`src/rtl/ifetch_responder_if.sv`:
```
// Fetch-side handshake and instruction memory bus
// bundled between the pc block, the responder and memory.
interface ifetch_responder_if;
  logic        fetch_en;
  logic [31:0] PCaddr;
  logic        flush;
  logic [31:0] mem_rdata;
  logic        mem_busy;
  logic        mem_ren;
  logic [31:0] mem_addr;
  logic        iready;
  logic [31:0] instr;
  logic        misalign_err;
  logic        bus_err;
  logic [15:0] hit_count;

  modport slave (
    input  fetch_en, PCaddr, flush,
    input  mem_rdata, mem_busy,
    output mem_ren, mem_addr,
    output iready, instr,
    output misalign_err, bus_err,
    output hit_count
  );

  modport master (
    output fetch_en, PCaddr, flush,
    output mem_rdata, mem_busy,
    input  mem_ren, mem_addr,
    input  iready, instr,
    input  misalign_err, bus_err,
    input  hit_count
  );
endinterface

```
`src/rtl/ifetch_responder.sv`:
```
// Instruction fetch responder: one-entry buffer,
// misalign and bus-timeout reporting, iready pulse.
module ifetch_responder #(
  parameter int          TIMEOUT   = 16,
  parameter logic [31:0] NOP_INSTR = 32'h00000013
) (
  input logic               clk,
  input logic               nRST,
  ifetch_responder_if.slave bus
);
  localparam int CW = $clog2(TIMEOUT);

  typedef enum logic [1:0] {
    IDLE,
    FETCH,
    RESP
  } state_t;

  state_t          state;
  logic [CW-1:0]   cnt;
  logic            buf_valid;
  logic [31:0]     buf_addr;
  logic [31:0]     buf_instr;
  logic [15:0]     hit_cnt;
  logic            misal;
  logic            hit;

  assign misal = |bus.PCaddr[1:0];
  assign hit   = buf_valid && (bus.PCaddr == buf_addr)
               && !bus.flush;

  assign bus.hit_count = hit_cnt;

  always_ff @(posedge clk or negedge nRST) begin
    if (!nRST) begin
      state            <= IDLE;
      cnt              <= '0;
      buf_valid        <= 1'b0;
      buf_addr         <= '0;
      buf_instr        <= '0;
      hit_cnt          <= '0;
      bus.iready       <= 1'b0;
      bus.instr        <= NOP_INSTR;
      bus.mem_ren      <= 1'b0;
      bus.mem_addr     <= '0;
      bus.misalign_err <= 1'b0;
      bus.bus_err      <= 1'b0;
    end else begin
      bus.iready       <= 1'b0;
      bus.misalign_err <= 1'b0;
      bus.bus_err      <= 1'b0;
      if (bus.flush) buf_valid <= 1'b0;
      unique case (state)
        IDLE: begin
          if (bus.fetch_en) begin
            unique case (1'b1)
              misal: begin
                state            <= RESP;
                bus.iready       <= 1'b1;
                bus.instr        <= NOP_INSTR;
                bus.misalign_err <= 1'b1;
              end
              hit: begin
                state      <= RESP;
                bus.iready <= 1'b1;
                bus.instr  <= buf_instr;
                if (hit_cnt != 16'hFFFF)
                  hit_cnt <= hit_cnt + 16'd1;
              end
              default: begin
                state        <= FETCH;
                bus.mem_ren  <= 1'b1;
                bus.mem_addr <= bus.PCaddr;
                cnt          <= '0;
              end
            endcase
          end
        end
        FETCH: begin
          if (!bus.mem_busy) begin
            state       <= RESP;
            bus.iready  <= 1'b1;
            bus.instr   <= bus.mem_rdata;
            bus.mem_ren <= 1'b0;
            buf_instr   <= bus.mem_rdata;
            buf_addr    <= bus.mem_addr;
            // a concurrent flush keeps the entry invalid
            if (!bus.flush) buf_valid <= 1'b1;
          end else if (cnt == CW'(TIMEOUT - 1)) begin
            state       <= RESP;
            bus.iready  <= 1'b1;
            bus.instr   <= NOP_INSTR;
            bus.bus_err <= 1'b1;
            bus.mem_ren <= 1'b0;
          end else begin
            cnt <= cnt + 1'b1;
          end
        end
        RESP:    state <= IDLE;
        default: state <= IDLE;
      endcase
    end
  end
endmodule

```
`src/flat_wrapper.sv`:
```
// flat-port wrapper written by rule: the top's interface ports become plain ports
module ifetch_responder_flat 
#(
  parameter int          TIMEOUT   = 16,
  parameter logic [31:0] NOP_INSTR = 32'h00000013
)
  (clk, nRST, bus_fetch_en, bus_PCaddr, bus_flush, bus_mem_rdata, bus_mem_busy, bus_mem_ren, bus_mem_addr, bus_iready, bus_instr, bus_misalign_err, bus_bus_err, bus_hit_count);
  ifetch_responder_if bus_i ();
  input logic clk;
  input logic nRST;
  input wire logic [$bits(bus_i.fetch_en)-1:0] bus_fetch_en;
  input wire logic [$bits(bus_i.PCaddr)-1:0] bus_PCaddr;
  input wire logic [$bits(bus_i.flush)-1:0] bus_flush;
  input wire logic [$bits(bus_i.mem_rdata)-1:0] bus_mem_rdata;
  input wire logic [$bits(bus_i.mem_busy)-1:0] bus_mem_busy;
  output wire logic [$bits(bus_i.mem_ren)-1:0] bus_mem_ren;
  output wire logic [$bits(bus_i.mem_addr)-1:0] bus_mem_addr;
  output wire logic [$bits(bus_i.iready)-1:0] bus_iready;
  output wire logic [$bits(bus_i.instr)-1:0] bus_instr;
  output wire logic [$bits(bus_i.misalign_err)-1:0] bus_misalign_err;
  output wire logic [$bits(bus_i.bus_err)-1:0] bus_bus_err;
  output wire logic [$bits(bus_i.hit_count)-1:0] bus_hit_count;
  assign bus_i.fetch_en = bus_fetch_en;
  assign bus_i.PCaddr = bus_PCaddr;
  assign bus_i.flush = bus_flush;
  assign bus_i.mem_rdata = bus_mem_rdata;
  assign bus_i.mem_busy = bus_mem_busy;
  assign bus_mem_ren = bus_i.mem_ren;
  assign bus_mem_addr = bus_i.mem_addr;
  assign bus_iready = bus_i.iready;
  assign bus_instr = bus_i.instr;
  assign bus_misalign_err = bus_i.misalign_err;
  assign bus_bus_err = bus_i.bus_err;
  assign bus_hit_count = bus_i.hit_count;
  ifetch_responder #(.TIMEOUT(TIMEOUT), .NOP_INSTR(NOP_INSTR)) u_core (.clk(clk), .nRST(nRST), .bus(bus_i));
endmodule
```
`config.mk`:
```
export PLATFORM = sky130hd
export DESIGN_NAME = ifetch_responder_flat
export DESIGN_NICKNAME = d
export VERILOG_FILES = /design/src/rtl/ifetch_responder_if.sv /design/src/rtl/ifetch_responder.sv /design/src/flat_wrapper.sv
export SDC_FILE = /design/constraint.sdc
export NUM_CORES = 1
export LEC_CHECK = 0
export CAP_MARGIN = 20
export CORE_UTILIZATION = 55
export DETAILED_ROUTE_END_ITERATION = 6
export DONT_BUFFER_PORTS = 1
export PLACE_DENSITY_LB_ADDON = 0.08
export SYNTH_ARGS = -nofsm -noshare
export SYNTH_HDL_FRONTEND = slang
export SYNTH_SLANG_ARGS = --single-unit
```
`constraint.sdc`:
```
create_clock -name clk -period 5.9 [get_ports clk]
set_clock_uncertainty 0.1 [all_clocks]
set_input_delay 0.59 -clock clk [delete_from_list [all_inputs] [get_ports clk]]
set_output_delay 0.59 -clock clk [all_outputs]
set_load 0.02 [all_outputs]
```
== Yosys cells after proc, flatten, opt, wreduce, memory -nomap -nowiden ==
Cells that the tools add are included.

* Flip-flop bits (word level): 155

* Reductions and logical operators: 14
* Bitwise logic cells: 2
* Eq/ne operators: 10
* Muxes and demuxes: 34
* $add $sub $neg: 2

{| class="wikitable"
|+ Operators with widths
! cell !! count
|-
| one-hot mux 32 bit (2 select lines) || 2
|-
| 2-to-1 mux 32 bit || 3
|-
| == test 32 bit || 1
|-
| 2-to-1 mux 1 bit || 17
|-
| adder 16 x 1 -> 16 bit (second input constant) || 1
|-
| 2-to-1 mux 4 bit || 4
|-
| inequality test 16 bit (second input constant) || 1
|-
| AND reduction 4 bit || 3
|-
| 2-to-1 mux 2 bit || 4
|-
| inequality test 2 bit (second input constant) || 4
|-
| one-hot mux 4 bit (2 select lines) || 1
|-
| AND reduction 5 bit || 1
|-
| adder 4 x 1 -> 4 bit (second input constant) || 1
|-
| == test 4 bit (second input constant) || 1
|-
| one-hot mux 1 bit (2 select lines) || 2
|-
| one-hot mux 2 bit (2 select lines) || 1
|-
| AND reduction 2 bit || 2
|-
| inequality test 3 x 1 -> 1 bit (second input constant) || 1
|-
| inequality test 3 x 2 -> 1 bit (second input constant) || 1
|-
| AND reduction 3 bit || 1
|-
| OR reduction 3 bit || 1
|-
| == test 2 x 1 -> 1 bit (second input constant) || 1
|-
| logical AND 1 bit || 2
|-
| zero test 2 bit || 1
|-
| other kinds (4) || 5
|}

== Longest topological paths before layout ==
* Depth in word-level cells: 7
* Depth in mapped cells: 8
* Gate-level depth less buffers: 6

== Worst setup path after synthesis ==
Ideal clock, no wire load.

* Kind: in2reg
* From: in bus_PCaddr[0]
* To: reg u_core.bus.instr[12]
* Slack: 3518 ps
* Arrival: 2157 ps
* Stages: 8
* Cells stage by stage: xor2_1 > nor4_1 > nand4_1 > nor3_1 > or3_1 > buf_2 > buf_6 > mux2_2

* Longest elaborated chain between the ends: 6
* Elaborated cells on any way between the ends: 9
* Classes of those cells: eq/ne: 2; mux: 3; reduce/logical: 4

{| class="wikitable"
|+ Ends and longest elaborated chain
! what !! RTL line !! source
|-
| start: declaration || flat_wrapper.sv:12 || <nowiki>input wire logic [$bits(bus_i.PCaddr)-1:0] bus_PCaddr;</nowiki>
|-
| == test 32 bit || ifetch_responder.sv:29 || <nowiki>assign hit = buf_valid && (bus.PCaddr == buf_addr)</nowiki>
|-
| logical AND 1 bit || ifetch_responder.sv:29 ||
|-
| logical AND 1 bit || ifetch_responder.sv:30 || <nowiki>&& !bus.flush;</nowiki>
|-
| one-hot mux 32 bit (2 select lines) || ifetch_responder.sv:56 || <nowiki>unique case (1'b1)</nowiki>
|-
| 2-to-1 mux 32 bit || ifetch_responder.sv:55 || <nowiki>if (bus.fetch_en) begin</nowiki>
|-
| one-hot mux 32 bit (2 select lines) || ifetch_responder.sv:53 || <nowiki>unique case (state)</nowiki>
|-
| end signal: assignment || ifetch_responder.sv:66 || <nowiki>bus.instr <= buf_instr;</nowiki>
|-
| end signal: assignment || ifetch_responder.sv:83 || <nowiki>bus.instr <= bus.mem_rdata;</nowiki>
|-
| end: declaration || ifetch_responder_if.sv:21 || <nowiki>output iready, instr,</nowiki>
|}

Several ways; a longest one is shown, not always the timed one. The select of a mux whose other input is x is not followed.
A chain may end at the register's enable or synchronous reset.

== Worst setup path in the final report ==
* From: reg u_core.buf_addr[31]
* To: reg u_core.bus.instr[15]

* Longest elaborated chain between the ends: 6
* Elaborated cells on any way between the ends: 8
* Classes of those cells: eq/ne: 2; mux: 3; reduce/logical: 3

{| class="wikitable"
|+ Ends and longest elaborated chain
! what !! RTL line !! source
|-
| start: declaration || ifetch_responder.sv:22 || <nowiki>logic [31:0] buf_addr;</nowiki>
|-
| start signal: assignment || ifetch_responder.sv:86 || <nowiki>buf_addr <= bus.mem_addr;</nowiki>
|-
| == test 32 bit * || ifetch_responder.sv:29 ||
|-
| logical AND 1 bit * || ifetch_responder.sv:29 ||
|-
| logical AND 1 bit * || ifetch_responder.sv:30 ||
|-
| one-hot mux 32 bit (2 select lines) || ifetch_responder.sv:56 ||
|-
| 2-to-1 mux 32 bit || ifetch_responder.sv:55 ||
|-
| one-hot mux 32 bit (2 select lines) || ifetch_responder.sv:53 ||
|}

Mark *: on every way between the ends. The rest lies on a longest branch, timed or not. The select of a mux whose other input is x is not followed.

==> impl_metrics.xml <==
<?xml version="1.0" encoding="UTF-8"?>
<metrics>
  <group name="logic_synthesis">
    <metric name="synth-xor-area-share" unit="">0.0486</metric>
    <metric name="synthMuxAreaShare" unit="">0.113</metric>
    <metric name="post-synth-top-area-cell" unit="">sky130_fd_sc_hd__dfrtp_1</metric>
    <metric name="largest_cells_by_area_after_synthesis" unit="">sky130_fd_sc_hd__dfrtp_1 (54%), sky130_fd_sc_hd__nand2_1 (11%), sky130_fd_sc_hd__mux2_2 (5.1%)</metric>
    <metric name="dominantRegCellSynth" unit="">sky130_fd_sc_hd__dfrtp_1</metric>
    <metric name="synthesis.nets" unit="">739</metric>
    <metric name="synthCells" unit="">668</metric>
    <metric name="synth_compound_gate_area_share" unit="">0.0320</metric>
    <metric name="ys_top_cells_by_count" unit="">sky130_fd_sc_hd__nand2_1 (208), sky130_fd_sc_hd__dfrtp_1 (152), sky130_fd_sc_hd__nand3_1 (34), sky130_fd_sc_hd__mux2_2 (32), sky130_fd_sc_hd__xor2_1 (26)</metric>
    <metric name="synthAdderAreaFrac" unit="">0.00356</metric>
    <metric name="post_synth.cell_area_avg" unit="um^2">10.5</metric>
    <metric name="dominant_cell_by_count_in_the_synthesized_netlist" unit="">sky130_fd_sc_hd__nand2_1</metric>
    <metric name="synth-simple-area-share" unit="">0.223</metric>
    <metric name="synth_cell_types" unit="">39</metric>
    <metric name="edff_count_synth" unit="">0</metric>
    <metric name="synth.cell_area" unit="um^2">7030</metric>
    <metric name="synth_seq_area_share" unit="">0.552</metric>
    <metric name="yosys_warnings" unit="">0</metric>
    <metric name="yosys_register_bits" unit="">155</metric>
    <metric name="synth_top_family_by_area" unit="">simple AND/OR/NAND/NOR gates</metric>
    <metric name="synth_top_cell_area_share" unit="">0.541</metric>
    <metric name="synth_async_sr_flop_share" unit="">1.00</metric>
  </group>
  <group name="cells_and_area">
    <metric name="synthToLayoutAreaGrowth" unit="%">8.63</metric>
    <metric name="antenna_cells_inserted" unit="">0</metric>
    <metric name="layout.filler_cells" unit="">1020</metric>
    <metric name="final_layout_size_suffix_gt1_frac" unit="">0.158</metric>
    <metric name="number_of_standard_cells_in_the_layout_taps_in_and_fillers_out" unit="">839</metric>
    <metric name="final_core_util" unit="">0.623</metric>
    <metric name="nets" unit="">731</metric>
    <metric name="postLayoutCellArea" unit="um^2">7640</metric>
  </group>
  <group name="status">
    <metric name="status" unit="">complete, no violations</metric>
  </group>
  <group name="grt">
    <metric name="grt_pass1_vias" unit="">4838</metric>
    <metric name="grt_start_max_net_pins" unit="">156</metric>
    <metric name="globalRouteOverflowTotal" unit="">0</metric>
    <metric name="number_of_antenna_violations_at_the_first_check_in_global_routing" unit="">0</metric>
    <metric name="grt_pass1_wl" unit="mm">24.2</metric>
    <metric name="global_route.usage.total" unit="">0.239</metric>
  </group>
  <group name="place">
    <metric name="placement.cell_area" unit="um^2">7120</metric>
    <metric name="port_buffers" unit="">0</metric>
    <metric name="gpl.final_weighted_congestion" unit="">0.786</metric>
    <metric name="post-place-ws" unit="ns">2.59</metric>
    <metric name="place_inst" unit="">808</metric>
    <metric name="hpwl" unit="mm">9.92</metric>
  </group>
  <group name="power_and_ir_drop">
    <metric name="power_density_over_the_cells" unit="nW/um^2">406</metric>
    <metric name="power_leakage" unit="nW">3.62</metric>
    <metric name="report.power.total" unit="mW">3.10</metric>
    <metric name="vdd.ir_drop.worst" unit="V">0.000229</metric>
  </group>
  <group name="sta">
    <metric name="setup_viol" unit="">0</metric>
    <metric name="period_minus_slack" unit="ns">3.15</metric>
    <metric name="max-slew-margin-rel" unit="">0.438</metric>
    <metric name="total_count_of_hold_check_failures_in_the_final_report" unit="">0</metric>
    <metric name="tns" unit="ns">0</metric>
    <metric name="setup_ws" unit="ns">2.75</metric>
    <metric name="timing.final.crit_share" unit="">0.534</metric>
    <metric name="final-max-slew-violation-count" unit="">0</metric>
    <metric name="clock.fmax" unit="MHz">317</metric>
    <metric name="fin_hold_ws" unit="ns">0.0630</metric>
    <metric name="tightestPinTransition" unit="ns">0.843</metric>
    <metric name="unrepaired_setup_endpoints_after_global_routing" unit="">false</metric>
  </group>
  <group name="clock_tree">
    <metric name="clk_transition_reported_paths" unit="ns">0.06</metric>
    <metric name="cts_made_buffers" unit="">17</metric>
    <metric name="numClockSinks" unit="">155</metric>
    <metric name="tritoncts" unit="">yes</metric>
    <metric name="cts_root_buf" unit="">sky130_fd_sc_hd__clkbuf_16</metric>
    <metric name="post_cts_buffers" unit="">0</metric>
    <metric name="maximum_clock_path_buffer_count" unit="">2</metric>
    <metric name="clock_insertion_delay_worst_skew" unit="ns">0.42</metric>
    <metric name="cts_htree_levels" unit="">4</metric>
  </group>
  <group name="setup_path">
    <metric name="worstPathRequired" unit="ns">6.10</metric>
    <metric name="critical_path_class" unit="">reg -&gt; reg</metric>
    <metric name="arrival_time_at_the_worst_endpoint" unit="ns">3.35</metric>
    <metric name="worstSetupEndpointType" unit="">register</metric>
    <metric name="worst-path-max-fanout" unit="">33</metric>
    <metric name="type_of_element_launching_the_critical_path" unit="">register</metric>
    <metric name="worst-r2r-cell-count" unit="">6</metric>
  </group>
  <group name="route">
    <metric name="via_per_inst" unit="">5.54</metric>
    <metric name="antenna_violation_net_count_after_detailed_routing" unit="">0</metric>
    <metric name="wirelength" unit="mm">14.7</metric>
    <metric name="detailroute.via_count" unit="">4650</metric>
    <metric name="initial_drt_markers" unit="">320</metric>
    <metric name="route.detailed.drc" unit="">0</metric>
    <metric name="avgRoutedWirePerCell" unit="um">17.6</metric>
    <metric name="detailedRoute.firstPassIterationCount" unit="">4</metric>
  </group>
  <group name="floorplan">
    <metric name="die_h" unit="um">115</metric>
    <metric name="die_width" unit="um">115</metric>
    <metric name="initial_utilization" unit="">0.574</metric>
    <metric name="design.core.area" unit="um^2">12300</metric>
    <metric name="boundaryPins" unit="">153</metric>
    <metric name="placementRows" unit="">40</metric>
    <metric name="die_area" unit="um^2">13200</metric>
  </group>
  <group name="hold_path">
    <metric name="timing.hold.worst.class" unit="">in -&gt; async</metric>
  </group>
  <group name="flow_run">
    <metric name="max_cap_viol_count" unit="">0</metric>
  </group>
</metrics>
-- critical path, cell delays in order (launching register included) --
cell	delay (ns)
sky130_fd_sc_hd__dfrtp_1	0.39
sky130_fd_sc_hd__xor2_1	0.17
sky130_fd_sc_hd__nor4_1	0.58
sky130_fd_sc_hd__nand4_1	0.22
sky130_fd_sc_hd__nor3_1	0.37
sky130_fd_sc_hd__or3_2	0.76
sky130_fd_sc_hd__mux2_2	0.41
-- per-layer routing --
metal,up-vias,part of all wire,routed length (um),GRT usage
met5,-,0,0,0
met3,22,0.075,1110,0.0780
met1,2286,0.45,6620,0.321
met4,0,0.020,296,0.100
met2,134,0.46,6710,0.356
li1,2208,-,-,-
-- path summary, 6_finish.rpt --
| path | from | end | slack, ns |
|---|---|---|---|
| worst min-delay path | nRST | u_core.bus.mem_addr[29] | 0.06 |
| min in group clk | bus_flush | u_core.buf_valid | 0.14 |
| max in group asynchronous | nRST | u_core.buf_instr[22] | 5.06 |
| worst max-delay path | u_core.buf_addr[31] | u_core.bus.instr[15] | 2.75 |
| worst max register to register | u_core.buf_addr[31] | u_core.bus.instr[15] | 2.75 |
| worst min register to register | u_core.buf_instr[19] | u_core.buf_instr[19] | 0.37 |
-- flip-flops by register name (all words and copies together), names as in the netlist, 2 cells and up --
name / cells
u_core.bus.instr: 32
u_core.bus.hit_count: 16
u_core.state: 2
u_core.buf_addr: 32
u_core.cnt: 4
u_core.buf_instr: 32
u_core.bus.mem_addr: 32
-- placed cells by master, fill, tap and decap left out, types with 3 or more instances in the layout --
master                      count
sky130_fd_sc_hd__nand2_1      208
sky130_fd_sc_hd__dfrtp_1      152
sky130_fd_sc_hd__nand3_1       34
sky130_fd_sc_hd__mux2_2        32
sky130_fd_sc_hd__xor2_1        26
sky130_fd_sc_hd__nor2b_1       20
sky130_fd_sc_hd__o21ai_0       20
sky130_fd_sc_hd__mux2_4        19
sky130_fd_sc_hd__clkbuf_16     17
sky130_fd_sc_hd__nor2_1        15
sky130_fd_sc_hd__nand4_1       13
sky130_fd_sc_hd__mux2_1        13
sky130_fd_sc_hd__xnor2_1       13
sky130_fd_sc_hd__nor4_1        11
sky130_fd_sc_hd__o21ai_2        9
sky130_fd_sc_hd__nor3_1         8
sky130_fd_sc_hd__clkbuf_1       8
sky130_fd_sc_hd__nor4_2         6
sky130_fd_sc_hd__buf_4          6
sky130_fd_sc_hd__nand2b_1       5
sky130_fd_sc_hd__and3_1         3
sky130_fd_sc_hd__a31oi_1        3
sky130_fd_sc_hd__clkinv_2       3
sky130_fd_sc_hd__dfstp_2        3
-- cell type report --
class	count	area, um^2	share of cell area
Clock buffer	27	483	0.0632
Timing Repair Buffer	7	72.6	0.00950
Sequential cell	155	3880	0.508
Tap cell	168	210	0.0275
Inverter	1	3.75	0.000491
Multi-Input combinational cell	478	2970	0.389
Clock inverter	3	15.0	0.00196
-- kinds of logic after synthesis --
group	Yosys count
AND/OR/NAND/NOR	336
AO/OA/AOI/OAI	37
buffers and inverters	35
XOR/XNOR	39
flip-flops	155
multiplexers	64
adder cells (fa/ha/maj)	2
-- report_power, final --
group	switching [mW]	internal, mW	total (mW)	leakage [nW]
logic	0.281	0.239	0.519	1.38
clock network	0.397	0.553	0.950	0.245
registers	0.295	1.34	1.63	2.00
total	0.972	2.13	3.10	3.62
-- what timing repair did --
action,in CTS,in global routing
resized for setup,0,0
endpoints found under the setup margin,0,0
hold endpoints to repair,155,0
hold buffers,1,0
Note: power is estimated with default switching activity, not from simulation.
